$ cat config.mk
export PLATFORM = sky130hd
export DESIGN_NAME = fifo_rr_scheduler
export DESIGN_NICKNAME = d
export VERILOG_FILES = /design/src/rtl/fifo_rr_scheduler_pkg.sv /design/src/rtl/fifo_rr_scheduler_rr_arbiter_4.sv /design/src/rtl/fifo_rr_scheduler.sv
export SDC_FILE = /design/constraint.sdc
export NUM_CORES = 1
export LEC_CHECK = 0
export CAP_MARGIN = 20
export CELL_PAD_IN_SITES_DETAIL_PLACEMENT = 1
export CELL_PAD_IN_SITES_GLOBAL_PLACEMENT = 1
export CORE_UTILIZATION = 26
export DETAILED_ROUTE_END_ITERATION = 16
export GPL_ROUTABILITY_DRIVEN = 0
export PLACE_DENSITY_LB_ADDON = 0.3
export SETUP_SLACK_MARGIN = 0.1
export SKIP_LAST_GASP = 1
export SLEW_MARGIN = 20
export SYNTH_ARGS = -nofsm -noshare
export SYNTH_HDL_FRONTEND = slang
export SYNTH_SLANG_ARGS = --single-unit
$ cat constraint.sdc
create_clock -name clk -period 1.6 [get_ports clk]
set_clock_uncertainty 0.2 [all_clocks]
set_input_delay 0.32 -clock clk [delete_from_list [all_inputs] [get_ports clk]]
set_output_delay 0.32 -clock clk [all_outputs]
set_load 0.02 [all_outputs]
$ cat src/rtl/fifo_rr_scheduler_pkg.sv
// Shared definitions for the round-robin FIFO drain scheduler.
package fifo_rr_scheduler_pkg;

  localparam int NUM_Q = 4;

  typedef enum logic [2:0] {
    ST_RESET  = 3'd0,
    ST_INIT   = 3'd1,
    ST_IDLE   = 3'd2,
    ST_ACTIVE = 3'd3,
    ST_PAUSE  = 3'd4,
    ST_ERROR  = 3'd5
  } state_t;

  // Threshold values the FIFOs see until the first init load.
  localparam int AE_DEFAULT = 1;

  function automatic int af_default(input int qsize);
    return (1 << qsize) - 2;
  endfunction

endpackage

$ cat src/rtl/fifo_rr_scheduler_rr_arbiter_4.sv
// Four-way round-robin arbiter: first requester at or after ptr, wrapping 3 -> 0.
module rr_arbiter_4 (
  input  logic [3:0] req,
  input  logic [1:0] ptr,
  output logic [3:0] gnt,
  output logic [1:0] gnt_idx,
  output logic       gnt_vld
);

  // Walk offsets high to low so the smallest offset from ptr wins.
  always_comb begin
    gnt     = '0;
    gnt_idx = ptr;
    gnt_vld = 1'b0;
    for (int k = 3; k >= 0; k--) begin
      if (req[ptr + 2'(k)]) begin
        gnt_idx = ptr + 2'(k);
        gnt_vld = 1'b1;
      end
    end
    if (gnt_vld) gnt[gnt_idx] = 1'b1;
  end

endmodule

$ cat src/rtl/fifo_rr_scheduler.sv
// Drains four source FIFOs into one downstream FIFO with round-robin grants,
// a fixed 2-cycle pop-to-push pipeline, and shared threshold distribution.
module fifo_rr_scheduler #(
  parameter int DATA_SIZE       = 6,
  parameter int NUM_Q           = 4,
  parameter int MAIN_QUEUE_SIZE = 3
) (
  input  logic                       clk,
  input  logic                       reset,
  input  logic                       init,
  input  logic [DATA_SIZE-1:0]       umb_af_in,
  input  logic [DATA_SIZE-1:0]       umb_ae_in,
  input  logic [NUM_Q-1:0]           q_empty,
  input  logic [NUM_Q-1:0]           q_error,
  input  logic [NUM_Q*DATA_SIZE-1:0] q_data,
  input  logic [NUM_Q-1:0]           q_enable,
  input  logic                       dn_pause,
  input  logic                       dn_error,
  output logic [NUM_Q-1:0]           q_pop,
  output logic                       dn_push,
  output logic [DATA_SIZE-1:0]       dn_data,
  output logic [DATA_SIZE-1:0]       umb_af,
  output logic [DATA_SIZE-1:0]       umb_ae,
  output logic [2:0]                 state,
  output logic                       idle
);
  import fifo_rr_scheduler_pkg::*;

  state_t           state_q, state_d;
  logic [NUM_Q-1:0] req;
  logic             err_cond;
  logic [1:0]       rr_ptr;
  logic [3:0]       gnt;
  logic [1:0]       gnt_idx;
  logic             gnt_vld;
  logic             pop_fire;
  // vld_pipe[0]: source data cycle, vld_pipe[1]: downstream push cycle
  logic [1:0]       vld_pipe;
  logic [1:0]       idx_s1;

  assign req      = ~q_empty & q_enable;
  assign err_cond = (|(q_error & q_enable)) | dn_error;

  rr_arbiter_4 u_arb (
    .req     (req),
    .ptr     (rr_ptr),
    .gnt     (gnt),
    .gnt_idx (gnt_idx),
    .gnt_vld (gnt_vld)
  );

  // State register.
  always_ff @(posedge clk or posedge reset) begin
    if (reset) state_q <= ST_RESET;
    else       state_q <= state_d;
  end

  // Next state and pop decision; errors override everything except RESET.
  always_comb begin
    state_d  = state_q;
    pop_fire = 1'b0;
    q_pop    = '0;
    case (state_q)
      ST_RESET:  state_d = ST_INIT;
      ST_INIT:   if (!init) state_d = ST_IDLE;
      ST_IDLE: begin
        if (init)                      state_d = ST_INIT;
        else if (|req && !dn_pause)    state_d = ST_ACTIVE;
      end
      ST_ACTIVE: begin
        if (dn_pause)      state_d = ST_PAUSE;
        else if (!gnt_vld) state_d = ST_IDLE;
        else               pop_fire = 1'b1;
      end
      ST_PAUSE:  if (!dn_pause) state_d = (|req) ? ST_ACTIVE : ST_IDLE;
      ST_ERROR:  state_d = ST_ERROR;
      default:   state_d = ST_ERROR;
    endcase
    if (state_q != ST_RESET && err_cond) begin
      state_d  = ST_ERROR;
      pop_fire = 1'b0;
    end
    if (pop_fire) q_pop = gnt;
  end

  // Pop-to-push pipeline: index travels with the valid, slice picked in the data cycle.
  always_ff @(posedge clk or posedge reset) begin
    if (reset) begin
      vld_pipe <= '0;
      idx_s1   <= '0;
      dn_data  <= '0;
    end else begin
      vld_pipe <= {vld_pipe[0], pop_fire};
      if (pop_fire)    idx_s1  <= gnt_idx;
      if (vld_pipe[0]) dn_data <= q_data[idx_s1*DATA_SIZE +: DATA_SIZE];
    end
  end

  // Round-robin pointer advances past each issued grant.
  always_ff @(posedge clk or posedge reset) begin
    if (reset)         rr_ptr <= '0;
    else if (pop_fire) rr_ptr <= gnt_idx + 2'd1;
  end

  // Threshold registers, reloaded every INIT cycle while init is held.
  always_ff @(posedge clk or posedge reset) begin
    if (reset) begin
      umb_af <= DATA_SIZE'(af_default(MAIN_QUEUE_SIZE));
      umb_ae <= DATA_SIZE'(AE_DEFAULT);
    end else if (state_q == ST_INIT && init) begin
      umb_af <= umb_af_in;
      umb_ae <= umb_ae_in;
    end
  end

  assign dn_push = vld_pipe[1] && (state_q != ST_ERROR);
  assign state   = state_q;
  assign idle    = (state_q == ST_IDLE) && (vld_pipe == 2'b00);

endmodule

# Word-level counts from Yosys, hierarchy flattened
# Index checks and enable logic that the tools add are counted.
# totals
regBits,27
inputBits,53
output_inout_bits,27
word_cells,78
# op_classes
addsub,4
multipliers,1
n_lt_le_gt_ge,6
eq_ne,9
shifts,1
muxes,33
bitwise_logic,4
reduce_logical,13
# op_table
operator,count
variable part select 24 x 6 -> 6 bit,1
two-way mux 3 bit,7
"less-than comparator 2 x 3 -> 1 bit, second input constant",5
one-hot mux 3 bit (5 select lines),1
two-way mux 1 bit,14
"inequality test 3 bit, second input constant",3
AND 4 bit,2
binary-select mux 1 bit (select 2 bit),4
two-way mux 2 bit,4
two-way mux 4 bit,2
"inequality test 4 bit, second input constant",2
OR reduction 4 bit,2
"== test 3 x 2 -> 1 bit, second input constant",2
logical AND 1 bit,6
"adder 2 x 1 -> 2 bit, second input constant",2
"adder 2 bit, second input constant",2
"multiplier 2 x 2 -> 4 bit, second input constant",1
NOT 4 bit,1
AND reduction 4 bit,1
"== test 3 x 1 -> 1 bit, second input constant",1
"== test 3 bit, second input constant",1
zero test 3 bit,1
nonzero test 3 bit,1
demux 1 bit (select 2 bit),1
other kinds (4),4

# Longest topological paths before layout
# depth
ltp_word,14
mapped_depth,7
mapped_depth_nobuf,6

# By module
# Synthesis repeated with hierarchy kept, for this count alone.
# unflattened
hier_cells,130
hier_area_um2,1560.2
# modules_own_cells
mod,n_inst,cells_each,area_per_inst_um2,seq_area_each_um2
fifo_rr_scheduler,1,99,1377.6,679.4
rr_arbiter_4,1,31,182.7,0.0

# Least setup slack after synthesis
# Ideal clock, no wire load.
# synth_timing
kind,flip-flop to output port
from,"register state_q[0], in the netlist state[0]"
to,output q_pop[0]
arrival_ns,1.543
t_required_ns,1.080
path_slack_ns,-0.463
stages_incl_launch_ff,8
path_buffers,1
cell_sequence,dfrtp_1 -> buf_2 -> nor3_1 -> a21o_1 -> nand4_4 -> inv_2 -> nand2b_1 -> nor2_1
# synth_between
elab_chain_len,4
elab_cells_between_ends,6
classes_between,eq/ne: 1; mux: 3; reduce/logical: 2
# synth_lines
item,line_no,text
"start, declared",fifo_rr_scheduler.sv:29,"state_t state_q, state_d;"
"start signal, assigned",fifo_rr_scheduler.sv:55,else state_q <= state_d;
== test 3 x 2 -> 1 bit or nonzero test 3 bit (tied branches),"fifo_rr_scheduler.sv:63, fifo_rr_scheduler.sv:79",
two-way mux 1 bit or logical AND 1 bit (tied branches),"fifo_rr_scheduler.sv:63, fifo_rr_scheduler.sv:79",
two-way mux 1 bit (*),fifo_rr_scheduler.sv:79,if (state_q != ST_RESET && err_cond) begin
net pop_fire,fifo_rr_scheduler.sv:36,logic pop_fire;
two-way mux 4 bit (*),fifo_rr_scheduler.sv:83,if (pop_fire) q_pop = gnt;
"end, declared",fifo_rr_scheduler.sv:19,"output logic [NUM_Q-1:0] q_pop,"
# The timed path passes the listed nets; every way through them passes the cells marked *.

# Worst setup path in the final report
# layout_timing
from,register rr_ptr[0]
to,output q_pop[0]
# layout_between
elab_chain_len,13
elab_cells_between_ends,30
classes_between,add/sub: 3; order compare: 2; mux: 24; reduce/logical: 1
# layout_lines
item,line_no,text
"start, declared",fifo_rr_scheduler.sv:32,logic [1:0] rr_ptr;
"start signal, assigned",fifo_rr_scheduler.sv:102,else if (pop_fire) rr_ptr <= gnt_idx + 2'd1;
adder 2 bit,"fifo_rr_scheduler_rr_arbiter_4.sv:16, fifo_rr_scheduler_rr_arbiter_4.sv:17",
binary-select mux 1 bit (select 2 bit),fifo_rr_scheduler_rr_arbiter_4.sv:16,if (req[ptr + 2'(k)]) begin
two-way mux 1 bit (implied by the code),fifo_rr_scheduler_rr_arbiter_4.sv:16,
two-way mux 2 bit (4 in a row),fifo_rr_scheduler_rr_arbiter_4.sv:16,
less-than comparator 2 x 3 -> 1 bit (implied by the code) or >= comparator 2 x 1 -> 1 bit (tied branches),fifo_rr_scheduler_rr_arbiter_4.sv:21,if (gnt_vld) gnt[gnt_idx] = 1'b1;
logical AND 1 bit (implied by the code),fifo_rr_scheduler_rr_arbiter_4.sv:21,
two-way mux 1 bit (implied by the code),fifo_rr_scheduler_rr_arbiter_4.sv:21,
demux 1 bit (select 2 bit),--,
two-way mux 4 bit,fifo_rr_scheduler_rr_arbiter_4.sv:21,
two-way mux 4 bit (*),fifo_rr_scheduler.sv:83,
# Every way passes the cells marked *; elsewhere a longest branch is shown, timed or not. The select of a mux whose other input is x is not followed.

==> results_dict.tcl <==
set metrics [dict create \
    fmax_mhz 458 \
    status "complete, but fails checks" \
    ys.flop_type "dfrtp_1" \
    violations "negative setup slack" \
    antenna_found_initial 0 \
    fp.dieW_um 78.5 \
    setup_ws_ps -585 \
    synth_top_area_cell "dfrtp_1" \
    drt-pass1-iter-count 4 \
    synth_most_common_cell "dfrtp_1" \
    p_seq_frac 0.486 \
    io_pins 80 \
    layout_min_cycle_time_ps 2190 \
    synth_area_leaders "dfrtp_1, mux2_2, mux4_2, dfstp_2, nand2b_1" \
    drive_gt1_frac 0.622 \
    synth_common_cells "dfrtp_1, mux2_2, nand2_1, nor2_1" \
    synth_cells 127 \
    grt_use_total 0.173 \
    ir_worst_vdd_mv 0.314 \
    clockRootBuffer "clkbuf_8" \
    start_util 0.273 \
    synth_area_um2 1520 \
    ff2ff_setup_slack_ps -300 \
    antenna_left 0 \
    critPathCaptureType "output pin" \
    syn-num-nets 180 \
    r2r_end "umb_af[3]" \
    io_buffers 79 \
    drc_errors 0 \
    cts_sinks 27 \
    cts_tree "yes" \
    cp_num_buf_inv 1 \
    coreArea_um2 5570 \
    hold_path.class "in -> async" \
    die_area_um2 6160 \
    avgRoutedWirePerCell_um 16.3 \
    cts_max_path_buffers 2 \
    power_switching_uw 350 \
    p_sw_frac 0.243 \
    combPwrFrac 0.242 \
    path_cells "and3_4, o32a_4, nand2b_4, nor2_4, buf_6" \
    start_kind "flip-flop" \
    cellPowerDensity_nw_per_um2 477 \
    drv_cap 0 \
    hold_viol 0 \
    die_h_um 78.5 \
    grt_pass1_wl_um 8340 \
    num_antenna_cells 0 \
    drt_iter0_drc 28 \
    worstPathArrival_ps 1670 \
    pwr-share-clk 0.272 \
    p_leak_nw 1.34 \
    crit_type "reg -> out" \
    r2r_start "state[1]" \
    grt_max_degree 17 \
    tightest_slew_ps 356 \
    yosysSeqAreaShare 0.447 \
    rsz0062_at_grt "yes" \
    place_area_um2 2640 \
    setup_viol 30 \
    worstPathMaxFanout 5 \
    synth_seq_cells 27 \
    yosys_warnings 0 \
    synth_edf_count 0 \
    grt-ovfl-total 0 \
    finalCritPeriodShare 1.37 \
    max_slew_margin 0.762 \
    synth_cell_types 43 \
    nNetsFinal 300 \
    grt_pass1_vias 1681 \
    slew_viol_final 0 \
    worstPathRequired_ps 1080 \
    clk_pin_slew_worst_paths_ps 100 \
    stdcell_area_um2 3020 \
    place_hpwl_um 3820 \
    clkLatencyLatePin_ps 270 \
    avgViaCountPerCell 4.65 \
    ctsHtreeMaxLevel 1 \
    total_power_mw 1.44 \
    ff2ff_path_depth 6 \
    via_count 1478 \
    synth_top_area_frac 0.395 \
    fp-row-count 27 \
    syn_avg_cell_area_um2 12.0 \
    synthArstFlopShare 1.00 \
    fin_hold_ws_ps 159 \
    cp_top_family "flip-flops" \
    area_delta_synth_final_pct 98.5 \
    numCtsBuffers 3 \
    slowest_stage "dfrtp_2" \
    internal_power_mw 1.09 \
    wirelength_um 5180 \
    slowest_delay_ps 460 \
]
area by class of cell:
type | instances | area [um2]
fillers | 596 | 2560
repair buffers | 122 | 1140
multi-input cells | 91 | 1040
flip-flops and latches | 27 | 686
well taps | 72 | 90.1
clock buffers | 3 | 41.3
inverters | 2 | 10.0
clock inverters | 1 | 7.51
placed cells by master, fill, tap and decap left out, types with 2 or more instances in the layout:
cell / synthesis / final
a21o_1: 2 / 2
mux2_2: 18 / 11
o21a_1: 4 / 4
dfrtp_2: 0 / 5
nor2b_2: 0 / 2
and2b_2: 0 / 2
clkdlybuf4s15_2: 0 / 2
buf_6: 0 / 21
clkbuf_2: 0 / 12
and3_4: 2 / 2
nand2_1: 8 / 6
clkbuf_8: 0 / 3
nand2_2: 1 / 2
mux2_4: 0 / 7
clkdlybuf4s50_1: 0 / 41
nand2b_1: 6 / 2
buf_4: 1 / 30
clkdlybuf4s15_1: 0 / 3
nor3b_4: 0 / 2
buf_8: 0 / 2
nor2b_4: 0 / 2
a21oi_2: 0 / 3
dfrtp_1: 24 / 19
nand2b_4: 1 / 5
buf_12: 0 / 2
nor2_1: 8 / 2
nor2_4: 0 / 6
o21ai_2: 0 / 3
buf_2: 4 / 3
dfstp_2: 3 / 3
mux4_2: 6 / 6
dlygate4sd2_1: 0 / 5
logic make-up (layout without fill, tap and decap cells):
| logic type | Yosys count | in the layout | share of synthesized area |
|---|---|---|---|
| AOI/OAI and AO/OA | 24 | 24 | 0.125 |
| and+or+nand+nor | 43 | 43 | 0.178 |
| DFF | 27 | 27 | 0.447 |
| muxes | 24 | 24 | 0.222 |
| buffers and inverters | 9 | 128 | 0.0280 |
state kept, by name, indices dropped and copies added, names as in the netlist:
signal,count
umb_ae,6
umb_af,6
rr_ptr,2
state,3
idx_s1,2
vld_pipe,2
dn_data,6
worst reg2reg max path: stages, from the launching register on:
cell       delay [ps]
dfrtp_2           440
buf_6             130
buf_6             130
nand2b_4          140
and2b_2           260
clkbuf_16         160
mux2_2            330
worst max-delay path by stage:
| stage | endpoint | startpoint | depth (start not counted) |
|---|---|---|---|
| global route | q_pop[0] | rr_ptr[0] | 5 |
| finish | q_pop[0] | rr_ptr[0] | 5 |
| floorplan | q_pop[0] | state[0] | 7 |
| detailed placement | q_pop[1] | q_enable[0] | 8 |
| global placement | q_pop[0] | q_enable[0] | 8 |
| CTS | q_pop[0] | rr_ptr[0] | 6 |
stage by stage:
step                      utilization  setup TNS (ps)  worst slack, ps  std cells
after global placement          0.474          -14300            -1280        296
after CTS                       0.515           -6450             -611        311
final                           0.541           -6820             -585        318
after global routing            0.541           -8640             -658        318
after floorplan                     -           -2290             -304        127
after detailed placement        0.474          -15840            -1380        296
power by group through the flow:
stage	logic, mW	clock network, mW	registers [mW]
6_report	0.348	0.391	0.699
3_5_place_dp	0.302	0	0.713
2_1_floorplan	0.0846	0	0.725
5_1_grt	0.373	0.444	0.701
4_1_cts	0.333	0.414	0.699
3_3_place_gp	0.291	0	0.711
what timing repair did:
action                                  in CTS  in global routing
hold buffers                                 0                  0
resized for setup                          157                 48
endpoints found under the setup margin      53                 50
pin swaps                                   17                 18
buffers inserted                            12                 12
gates cloned                                 0                  1
endpoints found under the hold margin        0                  0
routing by layer:
metal / wire length (um) / vias to the layer above / GRT usage / share of wire
met2: 2960 / 46 / 0.350 / 0.57
met3: 189 / 2 / 0.0233 / 0.037
met1: 2000 / 727 / 0.188 / 0.39
li1: - / 703 / - / -
met4: 27 / 0 / 0.0333 / 0.0052
met5: 0 / - / 0 / 0
(Power assumes the default switching activity.)
